[src/rtl/controle_tranca_if.sv]
// Signal bundle between the keypad/button logic and the lock sequencer.
// req_interno/req_senha are single-cycle pulses with no ready: the sequencer samples them on every edge and never stalls the source.
interface controle_tranca_if #(
  parameter int TIMER_W = 7
);
  logic               sensor_contato;
  logic               req_interno;
  logic               req_senha;
  logic               botao_bloqueio;
  logic [TIMER_W-1:0] timer_trancamento;
  logic [TIMER_W-1:0] timer_bip;
  logic               bip_habilitado;
  logic               tranca;
  logic               bip;
  logic [1:0]         estado;
  logic [1:0]         origem;
  logic               rejeitado;

  modport master (
    output sensor_contato, req_interno, req_senha, botao_bloqueio,
           timer_trancamento, timer_bip, bip_habilitado,
    input  tranca, bip, estado, origem, rejeitado
  );

  modport slave (
    input  sensor_contato, req_interno, req_senha, botao_bloqueio,
           timer_trancamento, timer_bip, bip_habilitado,
    output tranca, bip, estado, origem, rejeitado
  );
endinterface

[src/rtl/controle_tranca.sv]
// Lock sequencer: arbitrates unlock requests, runs the auto-lock timer and
// raises the door-open alarm. estado doubles as the FSM debug view.
module controle_tranca #(
  parameter int UM_SEGUNDO = 1000,
  parameter int TIMER_W    = 7
) (
  input  logic              clk,
  input  logic              rst,
  controle_tranca_if.slave  bus
);

  typedef enum logic [1:0] {
    TRAVADO    = 2'b00,
    DESTRAVADO = 2'b01,
    ABERTO     = 2'b10
  } estado_t;

  localparam int                 PW      = (UM_SEGUNDO > 1) ? $clog2(UM_SEGUNDO) : 1;
  localparam logic [PW-1:0]      PRE_MAX = PW'(UM_SEGUNDO - 1);
  localparam logic [TIMER_W-1:0] SEG_MAX = '1;

  estado_t            r_estado, w_prox_estado;
  logic               r_tranca, r_bip, r_rejeitado;
  logic [1:0]         r_origem, w_prox_origem;
  logic [PW-1:0]      r_prescaler, w_prox_prescaler;
  logic [TIMER_W-1:0] r_segundos, w_prox_segundos;
  logic [TIMER_W-1:0] r_lim, w_prox_lim;
  logic               w_entrada, w_seg_tick, w_timeout, w_senha_ok;
  logic               w_prox_bip, w_prox_rejeitado;

  assign w_seg_tick = (r_prescaler == PRE_MAX);
  // The tick that would make seconds reach lim is exactly lim*UM_SEGUNDO cycles after entry.
  assign w_timeout  = w_seg_tick && (r_segundos == r_lim - TIMER_W'(1));
  assign w_senha_ok = bus.req_senha && !bus.botao_bloqueio;

  always_comb begin
    w_prox_estado = r_estado;
    w_prox_origem = r_origem;
    w_entrada     = 1'b0;
    case (r_estado)
      TRAVADO: begin
        if (!bus.sensor_contato) begin
          w_prox_estado = ABERTO;
          w_entrada     = 1'b1;
        end else if (bus.req_interno) begin
          w_prox_estado = DESTRAVADO;
          w_prox_origem = 2'b01;
          w_entrada     = 1'b1;
        end else if (w_senha_ok) begin
          w_prox_estado = DESTRAVADO;
          w_prox_origem = 2'b10;
          w_entrada     = 1'b1;
        end
      end
      DESTRAVADO: begin
        if (!bus.sensor_contato) begin
          w_prox_estado = ABERTO;
          w_entrada     = 1'b1;
        end else if (w_timeout) begin
          w_prox_estado = TRAVADO;
          w_entrada     = 1'b1;
        end else if (bus.req_interno) begin
          w_prox_origem = 2'b01;
          w_entrada     = 1'b1;
        end else if (w_senha_ok) begin
          w_prox_origem = 2'b10;
          w_entrada     = 1'b1;
        end
      end
      ABERTO: begin
        if (bus.sensor_contato) begin
          w_prox_estado = DESTRAVADO;
          w_entrada     = 1'b1;
        end
      end
      default: begin
        w_prox_estado = TRAVADO;
        w_entrada     = 1'b1;
      end
    endcase
  end

  always_comb begin
    w_prox_lim = r_lim;
    if (w_entrada && (w_prox_estado == DESTRAVADO)) begin
      w_prox_lim = (bus.timer_trancamento == '0) ? TIMER_W'(1) : bus.timer_trancamento;
    end
  end

  always_comb begin
    w_prox_prescaler = r_prescaler + PW'(1);
    w_prox_segundos  = r_segundos;
    if (w_entrada) begin
      w_prox_prescaler = '0;
      w_prox_segundos  = '0;
    end else if (w_seg_tick) begin
      w_prox_prescaler = '0;
      if (r_segundos != SEG_MAX) w_prox_segundos = r_segundos + TIMER_W'(1);
    end
  end

  // Alarm and reject pulse are computed from next-state values so the registers line up with estado.
  assign w_prox_bip       = (w_prox_estado == ABERTO) && bus.bip_habilitado &&
                            (w_prox_segundos >= bus.timer_bip);
  assign w_prox_rejeitado = bus.req_senha && bus.botao_bloqueio &&
                            !(bus.req_interno && (r_estado != ABERTO));

  always_ff @(posedge clk) begin
    if (rst) begin
      r_estado    <= TRAVADO;
      r_tranca    <= 1'b1;
      r_bip       <= 1'b0;
      r_origem    <= 2'b00;
      r_rejeitado <= 1'b0;
      r_prescaler <= '0;
      r_segundos  <= '0;
      r_lim       <= TIMER_W'(1);
    end else begin
      r_estado    <= w_prox_estado;
      r_tranca    <= (w_prox_estado == TRAVADO);
      r_bip       <= w_prox_bip;
      r_origem    <= w_prox_origem;
      r_rejeitado <= w_prox_rejeitado;
      r_prescaler <= w_prox_prescaler;
      r_segundos  <= w_prox_segundos;
      r_lim       <= w_prox_lim;
    end
  end

  assign bus.tranca    = r_tranca;
  assign bus.bip       = r_bip;
  assign bus.estado    = r_estado;
  assign bus.origem    = r_origem;
  assign bus.rejeitado = r_rejeitado;

endmodule

[src/flat_wrapper.sv]
// flat-port wrapper written by rule: the top's interface ports become plain ports
module controle_tranca_flat 
#(
  parameter int UM_SEGUNDO = 1000,
  parameter int TIMER_W    = 7
)
  (clk, rst, bus_sensor_contato, bus_req_interno, bus_req_senha, bus_botao_bloqueio, bus_timer_trancamento, bus_timer_bip, bus_bip_habilitado, bus_tranca, bus_bip, bus_estado, bus_origem, bus_rejeitado);
  controle_tranca_if #(.TIMER_W(TIMER_W)) bus_i ();
  input  logic clk;
  input  logic rst;
  input wire logic [$bits(bus_i.sensor_contato)-1:0] bus_sensor_contato;
  input wire logic [$bits(bus_i.req_interno)-1:0] bus_req_interno;
  input wire logic [$bits(bus_i.req_senha)-1:0] bus_req_senha;
  input wire logic [$bits(bus_i.botao_bloqueio)-1:0] bus_botao_bloqueio;
  input wire logic [$bits(bus_i.timer_trancamento)-1:0] bus_timer_trancamento;
  input wire logic [$bits(bus_i.timer_bip)-1:0] bus_timer_bip;
  input wire logic [$bits(bus_i.bip_habilitado)-1:0] bus_bip_habilitado;
  output wire logic [$bits(bus_i.tranca)-1:0] bus_tranca;
  output wire logic [$bits(bus_i.bip)-1:0] bus_bip;
  output wire logic [$bits(bus_i.estado)-1:0] bus_estado;
  output wire logic [$bits(bus_i.origem)-1:0] bus_origem;
  output wire logic [$bits(bus_i.rejeitado)-1:0] bus_rejeitado;
  assign bus_i.sensor_contato = bus_sensor_contato;
  assign bus_i.req_interno = bus_req_interno;
  assign bus_i.req_senha = bus_req_senha;
  assign bus_i.botao_bloqueio = bus_botao_bloqueio;
  assign bus_i.timer_trancamento = bus_timer_trancamento;
  assign bus_i.timer_bip = bus_timer_bip;
  assign bus_i.bip_habilitado = bus_bip_habilitado;
  assign bus_tranca = bus_i.tranca;
  assign bus_bip = bus_i.bip;
  assign bus_estado = bus_i.estado;
  assign bus_origem = bus_i.origem;
  assign bus_rejeitado = bus_i.rejeitado;
  controle_tranca #(.UM_SEGUNDO(UM_SEGUNDO), .TIMER_W(TIMER_W)) u_core (.clk(clk), .rst(rst), .bus(bus_i));
endmodule
[config.mk]
export PLATFORM = sky130hd
export DESIGN_NAME = controle_tranca_flat
export DESIGN_NICKNAME = d
export VERILOG_FILES = /design/src/rtl/controle_tranca_if.sv /design/src/rtl/controle_tranca.sv /design/src/flat_wrapper.sv
export SDC_FILE = /design/constraint.sdc
export NUM_CORES = 1
export LEC_CHECK = 0
export CAP_MARGIN = 5
export CORE_MARGIN = 2
export CORE_UTILIZATION = 45
export DETAILED_ROUTE_END_ITERATION = 16
export PLACE_DENSITY = 0.69
export REMOVE_ABC_BUFFERS = 1
export SLEW_MARGIN = 30
export SYNTH_ARGS = -nofsm -noshare
export SYNTH_HDL_FRONTEND = slang
export SYNTH_SLANG_ARGS = --single-unit
[constraint.sdc]
create_clock -name clk -period 9.5 [get_ports clk]
set_clock_uncertainty 0.1 [all_clocks]
set_input_delay 1.9 -clock clk [delete_from_list [all_inputs] [get_ports clk]]
set_output_delay 1.9 -clock clk [all_outputs]
set_load 0.005 [all_outputs]
==> impl_summary.md <==
Status
The flow ran to the end, and the final reports show no timing, DRC or antenna violations.

Synthesis
The combined area of all synthesized cells is 1790 µm². The most used flip-flop cell after synthesis is dfxtp_1. In this run, synthesis inferred 0 flip-flops with an integrated enable.

Counting flops with an async set or reset pin after synthesis yields a share of 0%. Yosys printed 0 warnings. Synthesis produced 208 cells. By area the synthesized netlist is led by dfxtp_1, ha_1, nor2_1. Sequential cells were found to cover 34.7% of the synthesized design area. The commonest cells after synthesis are dfxtp_1, nor2_1, nand2_1. The average instance in the mapped netlist occupies 8.61 µm². The XOR/XNOR share of the synthesized area is 9.78%.

The synthesized design spends more area on one cell type than any other, namely dfxtp_1. The area fraction in and, or, nand and nor cells after synthesis is 24.1%. Counting distinct cell types in the post-synthesis netlist gives 45.

The multiplexer share of the synthesized area is 5.66%. After synthesis the netlist holds a flip-flop and latch count of 31. Of the post-synthesis cell area, the dominant cell type holds 34.7%. The largest family of logic cells by synthesized area is simple AND/OR/NAND/NOR gates. Summing the areas of all compound-gate instances in the mapped netlist gives 14.7% of the synthesized area. Of the total synthesized cell area, the portion taken by full adders, half adders and majority gates is 6.99%.

Worst setup path
The reg-to-reg setup timing slack is 5950 ps. The start of the worst register-to-register path is u_core.r_lim[0]$_SDFFE_PP1P_. For the worst setup path, the data required time is 9580 ps.

The worst register-to-register path ends at u_core.bus.bip$_SDFF_PP0_. The end point of the critical path is u_core.bus.bip$_SDFF_PP0_. The launching element type of the critical path is an input pin. The worst setup path is of the in -> reg kind.

The worst-path maximum fanout is 7. Tracing the worst setup path back leads to its startpoint at bus_sensor_contato. For the worst setup path, the data arrival time is 4630 ps.

The worst setup path is captured at a flip-flop. The number of cells on the worst reg-to-reg path is 15.

Detailed routing
The DRC violation count after routing is 0. Signal routing reaches up to met4. Wire segments on met2 add up to 1500 µm in the final route.

The count of nets left with antenna violations once routing finished came out at 0. Dividing the detail-routed wire length by the instance count gives 11.9 µm. The overall routed net length is 3420 µm. After detailed routing, the number of vias per cell comes to 5.20. The routed via count is 1493. The first-pass iteration count of the detailed router is 4. The wire length on met3 is 157 µm. In the final routing, the length of wire on met1 measures 1700 µm. In this run, the number of DRC markers left after iteration 0 of detailed routing was 119.

Hold path
The path class of the tightest hold or removal check is reg -> reg.

Die
From bottom edge to top edge, the die measures 67.1 µm. The starting utilization of the core area is 47.8%. The die boundary width is 67.1 µm. The number of placement rows is 22. The area of the core is 3740 µm².

The die footprint is 4500 µm². The number of placed I/O pins is 28.

Power
The internal portion of the total power is 0.000241 W. The total power draw is 0.000315 W. In this run, the combinational gates consume 13.1% of the power.

The reported leakage power is 0.908 nW. VDD sags by at most 0.0000779 V. Sequential cells account for 43.7% of the total power. The power per cell area is 142 nW/µm². Net switching is 23.6% of the power. For this design the total switching power over the nets is 0.0000745 W. The share of total power dissipated in the clock network is 43.1%.

Place
The worst setup slack after placement is 4680 ps. In this run, placement finished with an instance count of 279. Summing all placed instances gives a cell area of 2100 µm².

The sum of net half-perimeters after detailed placement is 2580 µm. Routability-driven placement finished with a final weighted congestion of 0.764. The number of buffers inserted by port buffering is 27.

Global route
The first global-routing pass estimated 5890 µm of wire. The sum of overflow across all layers after global routing is 0. The via count of the first global-routing pass is 1346.

The number of antenna violations at the first check in global routing is 0. The total global-route track usage is 17.2%. The pin count of the biggest net entering global routing is 17.

Clocking
The number of clock sinks is 31. Clock-pin slew was measured on the worst setup and hold paths at 70 ps. The number of buffers created by CTS is 5. The clock tree from TritonCTS is built. The post-cts repair resize count is 0. CTS built an H-tree with a depth of 2. The later-pin clock latency in the skew report is 290 ps. Buffers added to address setup during post-CTS repair amount to 0. The post-cts hold buffer count is 0. The maximum root-to-sink buffer count is 2. The clock tree root driver cell is clkbuf_8.

STA
Static timing analysis puts the maximum clock frequency at 220 MHz. The minimum clock period after layout is 4550 ps. At the pin with the least slew margin, the transition time is 531 ps. Setup repair after global routing left no endpoint under its margin. After layout, the worst setup slack is 4950 ps. After routing, the total negative slack on setup checks comes to 0 ps.

The final hold violation count is 0. The final-report setup violation count is 0. The relative max-transition margin is 64.6%. The share of the cycle needed by the critical path after routing is 47.9%. The number of max-slew violations in the final report is 0.

Layout
The design area is 2220 µm². The final cell count without fillers is 287. The repair_antennas step left the layout with diodes totalling 0. Compared with the post-synthesis result, the final layout area differs by 24.1%. The share of layout cells above drive strength 1 is 7.95%. The final-stage net count is 269.

Job
The number of max-capacitance violations reported is 0.
placed cells by master (no fill, tap or decap), drive strengths merged, types with 2 or more instances in the layout:
master         instances
nor2                  31
dfxtp                 31
clkdlybuf4s50         27
nand2                 22
inv                   15
xor2                  12
ha                    10
mux2i                  9
xnor2                  8
and3                   8
nand3                  7
nor3                   7
clkbuf                 6
a21oi                  4
a211oi                 4
o21ai                  4
a31oi                  3
nand2b                 3
a21o                   3
nor2b                  2
o22ai                  2
or3                    2
worst min path at each step:
stage                                            from                           endpoint  slack [ps]  depth (start not counted)
global placement     u_core.r_prescaler[0]$_SDFF_PP0_   u_core.r_prescaler[0]$_SDFF_PP0_         350                          1
floorplan            u_core.r_prescaler[0]$_SDFF_PP0_   u_core.r_prescaler[0]$_SDFF_PP0_         330                          1
detailed placement   u_core.r_prescaler[0]$_SDFF_PP0_   u_core.r_prescaler[0]$_SDFF_PP0_         350                          1
finish              u_core.bus.origem[0]$_SDFFE_PP0P_  u_core.bus.origem[0]$_SDFFE_PP0P_         360                          2
CTS                  u_core.r_prescaler[0]$_SDFF_PP0_   u_core.r_prescaler[0]$_SDFF_PP0_         370                          1
global route         u_core.r_prescaler[0]$_SDFF_PP0_   u_core.r_prescaler[0]$_SDFF_PP0_         390                          1
registers in the layout, indices dropped and copies added (netlist names):
signal                flops
u_core.bus.origem         2
u_core.r_lim              7
u_core.bus.rejeitado      1
u_core.bus.estado         2
u_core.r_segundos         7
u_core.bus.bip            1
u_core.bus.tranca         1
u_core.r_prescaler       10
power groups by stage:
| stage | clock network (W) | registers [W] | logic [W] |
|---|---|---|---|
| 6_report | 0.000136 | 0.000138 | 0.0000414 |
| 5_1_grt | 0.000144 | 0.000139 | 0.0000456 |
| 4_1_cts | 0.000139 | 0.000138 | 0.0000416 |
| 3_5_place_dp | 0 | 0.000141 | 0.0000412 |
| 3_3_place_gp | 0 | 0.000141 | 0.0000409 |
| 2_1_floorplan | 0 | 0.000140 | 0.0000245 |
metal layers:
layer  global-route usage (%)  vias up
li1                         -      775
met1                     22.7      676
met2                     26.5       33
met3                     4.56        9
met4                     6.89        0
met5                        0        -
logic make-up after synthesis:
family          count (synthesis)
simple gates                   89
mux                            10
buf+inv                        19
fa+ha+maj                      10
compound gates                 29
xor+xnor                       20
flops                          31
critical path: stages:
cell and delay, ps:
clkdlybuf4s50_1 560, inv_1 130, a2111o_1 320, o21a_1 150, o21bai_4 210, nand2b_1 160, ha_1 260, nand2b_1 140
a21o_1 170, a21o_1 180, a211oi_1 210, o21ai_0 120, o2111a_1 130
area by class of cell:
class | instances | area, µm²
sequential | 31 | 621
clock inverter | 2 | 35.0
multi-input combinational | 158 | 1100
tap | 48 | 60.1
fill | 358 | 1520
inverter | 15 | 56.3
timing repair buffer | 27 | 270
clock buffer | 6 | 82.6
stage by stage:
step	hold WS [ps]	util, %
floorplan	326	-
global placement	346	56.2
detailed placement	349	56.2
CTS	367	59.4
global route	392	59.4
finish	364	59.4
Power figures use the tool's default switching activity.
